===== src/rtl/cpu_bus_pkg.sv =====
// cpu_bus_pkg: shared definitions for the CPU bus arbiter slice.
//   - grant encodings (GNT_IE, GNT_IH, GNT_DMA)
//   - default register addresses for the OAM DMA trigger and OAM data port
//   - OAM DMA engine state encoding
package cpu_bus_pkg;

    localparam logic [1:0] GNT_IE  = 2'd0;
    localparam logic [1:0] GNT_IH  = 2'd1;
    localparam logic [1:0] GNT_DMA = 2'd2;

    localparam logic [15:0] DEF_OAM_DMA_ADDR  = 16'h4014;
    localparam logic [15:0] DEF_OAM_DATA_ADDR = 16'h2004;
    localparam int unsigned DEF_DMA_LEN       = 256;

    typedef enum logic [2:0] {
        DMA_IDLE  = 3'd0,
        DMA_HALT  = 3'd1,
        DMA_ALIGN = 3'd2,
        DMA_READ  = 3'd3,
        DMA_WRITE = 3'd4,
        DMA_DONE  = 3'd5
    } dma_state_t;

endpackage


===== src/rtl/cpu_bus_arbiter_oam_dma_engine.sv =====
// oam_dma_engine: OAM sprite DMA state machine.
// Copies one 256-byte page {page,idx} to the OAM data port, one read cycle
// followed by one write cycle per byte.
// Optional macro OAM_DMA_ALIGN_EN: adds a one-cycle ALIGN wait when the
// HALT cycle falls on an odd CPU cycle (parity==1).
// Ports:
//   clk, rst          clock, asynchronous active-low reset
//   trigger           start request (only honoured in IDLE)
//   trigger_page      source page latched on trigger
//   mem_data_in       read data, valid the cycle after its address
//   active            state != IDLE (combinational, from the state register)
//   halt, busy        high from HALT through DONE inclusive
//   done              one-cycle pulse during DONE
//   bus_addr/bus_data/bus_we  engine's own bus drive
module oam_dma_engine
    import cpu_bus_pkg::*;
#(
    parameter logic [15:0] OAM_DATA_ADDR = DEF_OAM_DATA_ADDR,
    parameter logic [7:0]  LAST_IDX      = 8'hFF
) (
    input  logic        clk,
    input  logic        rst,
    input  logic        trigger,
    input  logic [7:0]  trigger_page,
    input  logic [7:0]  mem_data_in,
    output logic        active,
    output logic        halt,
    output logic        busy,
    output logic        done,
    output logic [15:0] bus_addr,
    output logic [7:0]  bus_data,
    output logic        bus_we
);

`ifdef OAM_DMA_ALIGN_EN
    localparam bit ALIGN_EN = 1'b1;
`else
    localparam bit ALIGN_EN = 1'b0;
`endif

    dma_state_t state;
    logic [7:0] page;
    logic [7:0] idx;
    logic       parity;

    always_ff @(posedge clk or negedge rst) begin
        if (!rst) begin
            state  <= DMA_IDLE;
            page   <= '0;
            idx    <= '0;
            parity <= 1'b0;
            halt   <= 1'b0;
            busy   <= 1'b0;
            done   <= 1'b0;
        end else begin
            parity <= ~parity;
            done   <= 1'b0;
            case (state)
                DMA_IDLE: begin
                    if (trigger) begin
                        page  <= trigger_page;
                        state <= DMA_HALT;
                        halt  <= 1'b1;
                        busy  <= 1'b1;
                    end
                end
                DMA_HALT: begin
                    idx   <= '0;
                    state <= (ALIGN_EN && parity) ? DMA_ALIGN : DMA_READ;
                end
`ifdef OAM_DMA_ALIGN_EN
                DMA_ALIGN: begin
                    state <= DMA_READ;
                end
`endif
                DMA_READ: begin
                    state <= DMA_WRITE;
                end
                DMA_WRITE: begin
                    idx <= idx + 8'd1;
                    if (idx == LAST_IDX) begin
                        state <= DMA_DONE;
                        done  <= 1'b1;
                    end else begin
                        state <= DMA_READ;
                    end
                end
                DMA_DONE: begin
                    state <= DMA_IDLE;
                    halt  <= 1'b0;
                    busy  <= 1'b0;
                end
                default: begin
                    state <= DMA_IDLE;
                    halt  <= 1'b0;
                    busy  <= 1'b0;
                end
            endcase
        end
    end

    assign active = (state != DMA_IDLE);

    // Non-write cycles keep the address inside the source page so idle
    // cycles never touch memory outside it. The write cycle forwards the
    // byte fetched by the preceding read cycle.
    always_comb begin
        bus_addr = {page, idx};
        bus_data = '0;
        bus_we   = 1'b0;
        if (state == DMA_WRITE) begin
            bus_addr = OAM_DATA_ADDR;
            bus_data = mem_data_in;
            bus_we   = 1'b1;
        end
    end

endmodule


===== src/rtl/cpu_bus_arbiter.sv =====
// cpu_bus_arbiter: shares the CPU memory bus between the instruction engine
// (IE), the interrupt handler (IH) and the internal OAM DMA engine.
// Priority: DMA (while active) > IH (ih_accessing_memory) > IE.
// An IE write to OAM_DMA_ADDR starts a DMA and is not forwarded to memory.
// Optional macro OAM_DMA_ALIGN_EN: odd-cycle alignment wait in the engine.
// Ports:
//   clk, rst                      clock, asynchronous active-low reset
//   ie_addr/ie_data_out/ie_write_en   IE bus request
//   ih_addr/ih_data_out/ih_write_en   IH bus request
//   ih_accessing_memory           IH wants the bus
//   mem_addr/mem_data_out/mem_write_en   bus to the memory map
//   mem_data_in / cpu_data_in     read data from memory, fanned out
//   halt, dma_busy, dma_done      DMA status
//   grant                         0=IE, 1=IH, 2=DMA
module cpu_bus_arbiter
    import cpu_bus_pkg::*;
#(
    parameter logic [15:0] OAM_DMA_ADDR  = DEF_OAM_DMA_ADDR,
    parameter logic [15:0] OAM_DATA_ADDR = DEF_OAM_DATA_ADDR,
    parameter int unsigned DMA_LEN       = DEF_DMA_LEN
) (
    input  logic        clk,
    input  logic        rst,
    input  logic [15:0] ie_addr,
    input  logic [7:0]  ie_data_out,
    input  logic        ie_write_en,
    input  logic [15:0] ih_addr,
    input  logic [7:0]  ih_data_out,
    input  logic        ih_write_en,
    input  logic        ih_accessing_memory,
    output logic [15:0] mem_addr,
    output logic [7:0]  mem_data_out,
    output logic        mem_write_en,
    input  logic [7:0]  mem_data_in,
    output logic [7:0]  cpu_data_in,
    output logic        halt,
    output logic        dma_busy,
    output logic        dma_done,
    output logic [1:0]  grant
);

    logic        dma_active;
    logic        trigger;
    logic [15:0] dma_addr;
    logic [7:0]  dma_data;
    logic        dma_we;

    oam_dma_engine #(
        .OAM_DATA_ADDR (OAM_DATA_ADDR),
        .LAST_IDX      (8'(DMA_LEN - 1))
    ) u_dma (
        .clk          (clk),
        .rst          (rst),
        .trigger      (trigger),
        .trigger_page (ie_data_out),
        .mem_data_in  (mem_data_in),
        .active       (dma_active),
        .halt         (halt),
        .busy         (dma_busy),
        .done         (dma_done),
        .bus_addr     (dma_addr),
        .bus_data     (dma_data),
        .bus_we       (dma_we)
    );

    always_comb begin
        if (dma_active) begin
            grant = GNT_DMA;
        end else if (ih_accessing_memory) begin
            grant = GNT_IH;
        end else begin
            grant = GNT_IE;
        end
    end

    // Only the IE can start a DMA; grant==IE already excludes a running DMA.
    assign trigger = (grant == GNT_IE) && ie_write_en && (ie_addr == OAM_DMA_ADDR);

    always_comb begin
        mem_addr     = ie_addr;
        mem_data_out = ie_data_out;
        mem_write_en = ie_write_en && !trigger;
        case (grant)
            GNT_DMA: begin
                mem_addr     = dma_addr;
                mem_data_out = dma_data;
                mem_write_en = dma_we;
            end
            GNT_IH: begin
                mem_addr     = ih_addr;
                mem_data_out = ih_data_out;
                mem_write_en = ih_write_en;
            end
            default: ;
        endcase
    end

    assign cpu_data_in = mem_data_in;

endmodule


===== config.mk =====
export PLATFORM = sky130hd
export DESIGN_NAME = cpu_bus_arbiter
export DESIGN_NICKNAME = d
export VERILOG_FILES = /design/src/rtl/cpu_bus_pkg.sv /design/src/rtl/cpu_bus_arbiter_oam_dma_engine.sv /design/src/rtl/cpu_bus_arbiter.sv
export SDC_FILE = /design/constraint.sdc
export NUM_CORES = 1
export LEC_CHECK = 0
export BUFFER_PORTS_ARGS = -buffer_cell sky130_fd_sc_hd__buf_4
export CELL_PAD_IN_SITES_DETAIL_PLACEMENT = 1
export CELL_PAD_IN_SITES_GLOBAL_PLACEMENT = 1
export CORE_AREA = 2 2 78 80
export DETAILED_ROUTE_END_ITERATION = 10
export DIE_AREA = 0 0 80 82
export PLACE_DENSITY = 0.84
export SETUP_SLACK_MARGIN = 0.3
export SLEW_MARGIN = 25
export SYNTH_ARGS = -nofsm -noshare
export SYNTH_HDL_FRONTEND = slang
export SYNTH_SLANG_ARGS = --single-unit
export TNS_END_PERCENT = 1

===== constraint.sdc =====
create_clock -name clk -period 2.8 [get_ports clk]
set_clock_uncertainty 0.2 [all_clocks]
set_input_delay 0.42 -clock clk [delete_from_list [all_inputs] [get_ports clk]]
set_output_delay 0.42 -clock clk [all_outputs]
set_load 0.02 [all_outputs]

==> results of run 1 <==
-- registers in the layout, summed over array words and instances (netlist names) --
signal	flops
u_dma.state	3
u_dma.done	1
u_dma.idx	8
u_dma.page	8
u_dma.busy	1
-- through the flow --
stage,hold slack [ns],setup slack (ns),area (um^2),utilization (%),std cells
detailed placement,0.1259,0.5392,2321,40.40,344
CTS,0.1959,0.3645,2377,41.38,349
finish,0.1998,0.3901,2377,41.38,349
floorplan,-0.07559,0.3983,1592,-,188
global placement,0.1251,0.5956,2321,40.40,344
global route,0.1938,0.2574,2377,41.38,349
-- worst paths after layout --
path	cells after the start	slack (ns)	start	endpoint
setup / recovery	5	0.39	u_dma.state[1]$_DFFE_PN0P_	mem_addr[1]
hold / removal	2	0.20	ie_data_out[0]	u_dma.page[0]$_DFFE_PN0P_
setup reg to reg	6	0.57	u_dma.state[1]$_DFFE_PN0P_	u_dma.page[2]$_DFFE_PN0P_
hold reg to reg	1	0.31	u_dma.page[4]$_DFFE_PN0P_	u_dma.page[4]$_DFFE_PN0P_
max in group asynchronous	2	1.81	rst	u_dma.idx[0]$_DFFE_PN0P_
min in group asynchronous	2	0.38	rst	u_dma.idx[5]$_DFFE_PN0P_
-- power by group through the flow --
| stage | Clock (mW) | Combinational (mW) | Sequential (mW) |
|---|---|---|---|
| final | 0.203 | 0.239 | 0.303 |
| after global routing | 0.222 | 0.257 | 0.303 |
| after CTS | 0.205 | 0.241 | 0.303 |
| after detailed placement | 0 | 0.240 | 0.309 |
| after global placement | 0 | 0.237 | 0.309 |
| after floorplan | 0 | 0.108 | 0.309 |
-- synthesized netlist by cell type, types with 2 or more instances --
library cell	instances
a21o_1	2
a21oi_1	15
a31oi_1	2
buf_2	2
buf_4	10
clkbuf_1	7
dfrtp_1	21
inv_1	2
mux2_2	8
mux2i_1	24
nand2_1	20
nand2b_1	2
nand3_1	4
nand4_1	2
nor2_1	21
nor4_1	2
o21ai_0	20
o22ai_1	2
-- logic make-up after synthesis --
group | Yosys count
DFF | 21
and+or+nand+nor | 63
buffers and inverters | 23
xor gates and xnor gates | 1
muxes | 32
AOI/OAI and AO/OA | 47
adders and majority gates | 1
-- routing by layer --
layer | vias to the layer above | track usage (%) | routed length (um)
met5 | - | 0 | 0
met4 | 0 | 5.424 | 41
met3 | 2 | 3.077 | 471
met2 | 65 | 27.58 | 2851
met1 | 830 | 21.30 | 2219
li1 | 838 | - | -
-- cell usage in the layout (no fill, tap or decap), drive strengths merged, types with 2 or more instances in the layout --
| cell type | instances |
|---|---|
| a21oi | 15 |
| mux2i | 24 |
| dfrtp | 21 |
| nor2 | 22 |
| nand2b | 2 |
| nand2 | 20 |
| nand3 | 4 |
| clkbuf | 3 |
| o21ai | 20 |
| a21o | 2 |
| mux2 | 8 |
| nor4 | 3 |
| inv | 3 |
| buf | 101 |
| a31oi | 2 |
| nand4 | 2 |
| o22ai | 2 |
-- what timing repair did --
| item | in CTS | in global routing |
|---|---|---|
| hold endpoints to repair | 21 | 0 |
| hold buffers | 1 | 0 |
| setup endpoints to repair | 0 | 3 |
-- critical path: stages (launching register included) --
cell     delay (ns)
dfrtp_1        0.46
or2_1          0.30
nor2_4         0.17
inv_2          0.17
o21ai_0        0.25
buf_4          0.18
-- final cells by class --
cell class	count	area [um^2]	share of cell area (%)
Clock buffer	3	41.29	1.737
Multi-Input combinational cell	144	932.1	39.21
Tap cell	75	93.84	3.947
Sequential cell	21	525.5	22.11
Inverter	3	11.26	0.4737
Timing Repair Buffer	102	768.2	32.32
Clock inverter	1	5.005	0.2105
==> results.md, run 1 <==
- Clock share of power: 27.2%
- # DRC: 0
- XOR/XNOR Fraction of Synth Area: 0.5503%
- Max Fanout on Critical Path: 16
- Main combinational cell family by area after synthesis: multiplexers
- Die width: 80 um
- Final WL: between 5 and 6 mm
- Max VDD drop: 0.1426 mV
- Share of layout cells above drive strength 1: 42.70%
- Max clock buf depth: 2
- Starting DRT DRC Count: 96
- Startpoint types: register
- Required time of the critical path: 2.18 ns
- Die area: 6560 um^2
- Top FF cell, synth: dfrtp_1
- CP Class: reg -> out
- Slew margin rel.: 67.86%
- CP Capture Type: output pin
- Worst skew pair latency: 0.26 ns
- Final number of max-transition violations: 0
- Nets: 337
- Mean Syn Cell Area: about 8.5 um^2
- Net Switching: about 0.22 mW
- Worst hold path type: in -> reg
- Switch share: between 20% and 30%
- Final Total Pwr: about 0.74 mW
- Rows: 28
- Clock-pin slew on the worst setup and hold paths: 0.08 ns
- Post-synth top area cell: dfrtp_1
- GRT Total Usage: 16.43%
- Core area: 5746 um^2
- Synth area leaders: dfrtp_1, mux2i_1, o21ai_0
- Syn nets: 250
- Setup_tns: 0 ns
- CTS Sinks: 21
- Mux contribution to synthesized area: 20.75%
- Initial antenna violation count: 0
- Synth warnings: 0
- Grt ovf: 0
- Antenna Cells: 0
- Complex-gate fraction of the synthesized area: approximately 17%
- Post-Synthesis Cells: 188
- Area Overhead vs Synth: 49.37%
- I/O Pins: 99
- Root buffer cell: clkbuf_8
- Largest net degree at the start of global routing: 29
- Number of global-route vias before repair: 1712
- Area share of and/or/nand/nor cells after synthesis: 19.89%
- Fin. Hold Viols: 0
- Asr flop ratio synth: 100.0%
- # fillers: a little over 700
- First-pass GRT wire length: 8.362 mm
- Pleak: 1.212 nW
- Pint: 0.5251 mW
- Die Ht: 82 um
- # Max-Cap Violations: 0
- Adder-cell share of the synthesized area: 0.7862%
- Seq/Total Area, Yosys: 33.02%
- Postcts setup bufs: 0
- Period minus WS final: 2.410 ns
- Pwr Density: 313.0 nW/um^2
- PostCTS Resize Cnt: 0
- Final setup fails: 0
- Syn Std Cell Area: between 1500 and 2000 um^2
- Seq pwr share: 40.7%
- Gate power share: 32.1%
- DR vias: 1735
- Status: completed
- WL/cell: approximately 16 um
- Initial core utilization: approximately 28%
- Pre-Repair DR Iteration Count: 4
- IO buf count: 98
- Unrepaired setup endpoints after global routing: true
- ANT nets after route: 0
- Period utilization: 86.07%
- Number of flops mapped to enable cells by yosys: 0
- Synthesized flop and latch total: 21
- Worst slew pin tran: ~0.48 ns
- CTS tree: yes
- CTS H-tree lvls: 1
- Inserted Clock Buffers: 3
- Post-synthesis cell type count: 40
- Max Freq: 415.0 MHz
- Area share of the largest cell type after synthesis: between 30% and 40%
- CP arrival: between 1.5 and 2 ns
- Placer congestion estimate: 0.7949
- Vias per cell: about 5.0
- Placed wire-length estimate: 4.325 mm
Note: power is estimated with default switching activity, not from simulation.
==> run 2: changes to the inputs <==
- CORE_AREA: 2 2 78 80 -> 2 2 76 78
- CTS_BUF_LIST: not set -> sky130_fd_sc_hd__clkbuf_4 sky130_fd_sc_hd__clkbuf_8
- DIE_AREA: 0 0 80 82 -> 0 0 78 80
- PLACE_DENSITY: 0.84 -> 0.88
==> run 2 against run 1 <==
Hold slack gained 0.0056 ns. Combinational power is essentially flat. Via count grew 0.58%. Sequential share of layout area is essentially flat. Critical path depth is the same. Final cell count shrank 0.86%. Critical path type unchanged. Fmax is essentially flat.
==> results.md, run 2 (synthesis gave the netlist of run 1 again) <==
- First-pass GRT wire length: 8.707 mm (was 8.362 mm)
- Die area: 6240 um^2 (was 6560 um^2)
- Largest stage delay, worst path: 0.47 ns (was 0.46 ns)
- Crit-path cells: or2_1 -> nor2_4 -> inv_2 -> o21ai_0 -> buf_4 (unchanged)
- Crit-path slowest cell: dfrtp_1 (unchanged)
- Final hold slack: 0.2055 ns (was 0.1998 ns)
- IO buf count: 98 (unchanged)
- Reg2reg end: u_dma.page[7]$_DFFE_PN0P_ (was u_dma.page[2]$_DFFE_PN0P_)
- DR vias: 1745 (was 1735)
- Inserted Clock Buffers: 3 (unchanged)
- Number of global-route vias before repair: 1795 (was 1712)
- Delay-heaviest family, CP: simple AND/OR/NAND/NOR gates (unchanged)
- Period minus WS final: 2.409 ns (was 2.410 ns)
- # Max-Cap Violations: 0 (unchanged)
- FF-to-FF Start: u_dma.state[1]$_DFFE_PN0P_ (unchanged)
- Period utilization: 86.02% (was 86.07%)
- Grt ovf: 0 (unchanged)
- Biggest regs: u_dma.idx (8), u_dma.page (8), u_dma.state (3) (unchanged)
- Worst hold path type: in -> reg (unchanged)
- Most common cell after layout, fill and taps aside: buf_4 (unchanged)
- Hold path startpoint: ie_data_out[1] (was ie_data_out[0])
- Final number of max-transition violations: 0 (unchanged)
- Clock-pin slew on the worst setup and hold paths: 0.08 ns (about the same)
- Starting DRT DRC Count: 45 (was 96)
- Placer congestion estimate: 0.8048 (was 0.7949)
- Area Overhead vs Synth: 49.69% (was 49.37%)
- Nets: 337 (unchanged)
- GRT Total Usage: 17.42% (was 16.43%)
- Die Ht: 80 um (was 82 um)
- ANT nets after route: 0 (unchanged)
- Max VDD drop: 0.1293 mV (was 0.1426 mV)
- CTS H-tree lvls: 1 (unchanged)
- Antenna Cells: 0 (unchanged)
- CP Capture Type: output pin (unchanged)
- Setup_tns: 0 ns (unchanged)
- Share of layout cells above drive strength 1: 43.07% (was 42.70%)
- Startpoint types: register (unchanged)
- Initial core utilization: 29.44% (was 27.70%)
- I/O Pins: 99 (unchanged)
- WL/cell: 16.41 um (was 16.00 um)
- CTS tree: yes (unchanged)
- Max Freq: 415.2 MHz (was 415.0 MHz)
- Max clock buf depth: 2 (unchanged)
- Max Fanout on Critical Path: 16 (unchanged)
- CP Class: reg -> out (unchanged)
- Final Total Pwr: 0.7549 mW (was 0.7441 mW)
- Worst skew pair latency: 0.26 ns (about the same)
- Commonest cells after routing, fill and taps aside: buf_4, mux2i_1, nor2_1, dfrtp_1 (unchanged)
- CTS Sinks: 21 (unchanged)
- Die width: 78 um (was 80 um)
- Worst Hold Path EP: u_dma.page[1]$_DFFE_PN0P_ (was u_dma.page[0]$_DFFE_PN0P_)
- Required time of the critical path: 2.18 ns (about the same)
- CP arrival: 1.79 ns (about the same)
- Postcts setup bufs: 0 (unchanged)
- Slew margin rel.: 68.44% (was 67.86%)
- Pwr Density: 316.9 nW/um^2 (was 313.0 nW/um^2)
- Buf/Inv on CP: 2 (unchanged)
- R2R depth: 6 (unchanged)
- Status: completed (unchanged)
- Vias per cell: 5.043 (was 4.971)
- Hold path cells: 2 (unchanged)
- Largest net degree at the start of global routing: 29 (unchanged)
- Final WL: 5.678 mm (was 5.584 mm)
- # DRC: 0 (unchanged)
- Rows: 27 (was 28)
- Worst slew pin tran: 0.4734 ns (was 0.4821 ns)
- Unrepaired setup endpoints after global routing: true (unchanged)
- Critical path depth: 5 (unchanged)
- Root buffer cell: clkbuf_8 (unchanged)
- Fin. Hold Viols: 0 (unchanged)
- R2r setup slk: 0.54 ns (was 0.57 ns)
- Placed wire-length estimate: 4.379 mm (was 4.325 mm)
- Final setup fails: 0 (unchanged)
- Pleak: 1.214 nW (was 1.212 nW)
- Core area: 5405 um^2 (was 5746 um^2)
- Initial antenna violation count: 0 (unchanged)
- Pre-CTS WS: 0.2529 ns (was 0.5392 ns)
- Post-route cell area: 2382 um^2 (was 2377 um^2)
- Pre-Repair DR Iteration Count: 4 (unchanged)
- Final WS setup: 0.3914 ns (was 0.3901 ns)
- # fillers: 678 (was 710)
- Post-DP Area: 2317 um^2 (was 2321 um^2)
==> run 2: worst max-delay path by stage <==
| stage | slack, ns | to | startpoint |
|---|---|---|---|
| after floorplan | 0.40 | mem_addr[0] | ih_accessing_memory |
| after global placement | 0.47 | u_dma.page[3]$_DFFE_PN0P_ | ie_addr[15] |
| after detailed placement | 0.25 | u_dma.page[7]$_DFFE_PN0P_ | ie_addr[15] |
| after CTS | 0.32 | mem_write_en | ie_addr[15] |
| after global routing | 0.28 | mem_addr[8] | u_dma.state[1]$_DFFE_PN0P_ |
| final | 0.39 | mem_addr[15] | u_dma.state[1]$_DFFE_PN0P_ |
==> run 2: what timing repair did <==
| action | CTS | global route |
|---|---|---|
| resized for setup | 0 | 1 |
| setup endpoints to repair | 0 | 3 |
| hold buffers | 1 | 0 |
| endpoints found under the hold margin | 21 | 0 |
==> run 2: power by group <==
part | internal [mW] | total (mW) | switching (mW)
sequential | 0.303 | 0.303 | 0.0000371
combinational | 0.123 | 0.241 | 0.118
clock | 0.111 | 0.211 | 0.100
total | 0.537 | 0.755 | 0.218
==> run 2: stage by stage <==
stage	std cells	util (%)
floorplan	188	-
global placement	341	42.87
detailed placement	341	42.87
CTS	346	43.96
global route	346	44.07
finish	346	44.07
==> run 2: metal layers <==
metal / up-vias / part of all wire (%) / GRT usage (%) / routed length [um]
met3: 4 / 6.5 / 2.941 / 371
met1: 841 / 44 / 22.53 / 2487
met5: - / 0 / 0 / 0
li1: 832 / - / - / -
met2: 68 / 49 / 30.69 / 2781
met4: 0 / 0.67 / 3.333 / 38
==> run 2: worst register-to-register path, cell delays in order, from the launching register on <==
cell and delay [ns]:
dfrtp_1 0.47, or2_1 0.31, nor2_4 0.17, inv_2 0.18, nor4_4 0.24, buf_4 0.22, mux2_2 0.35
==> run 2: final cells by class <==
cell class	instances	area, um^2	share of cell area, %
Multi-Input combinational cell	144	938.4	39.39
Sequential cell	21	525.5	22.06
Clock buffer	4	48.80	2.048
Tap cell	72	90.09	3.782
Inverter	3	11.26	0.4727
Timing Repair Buffer	102	768.2	32.25
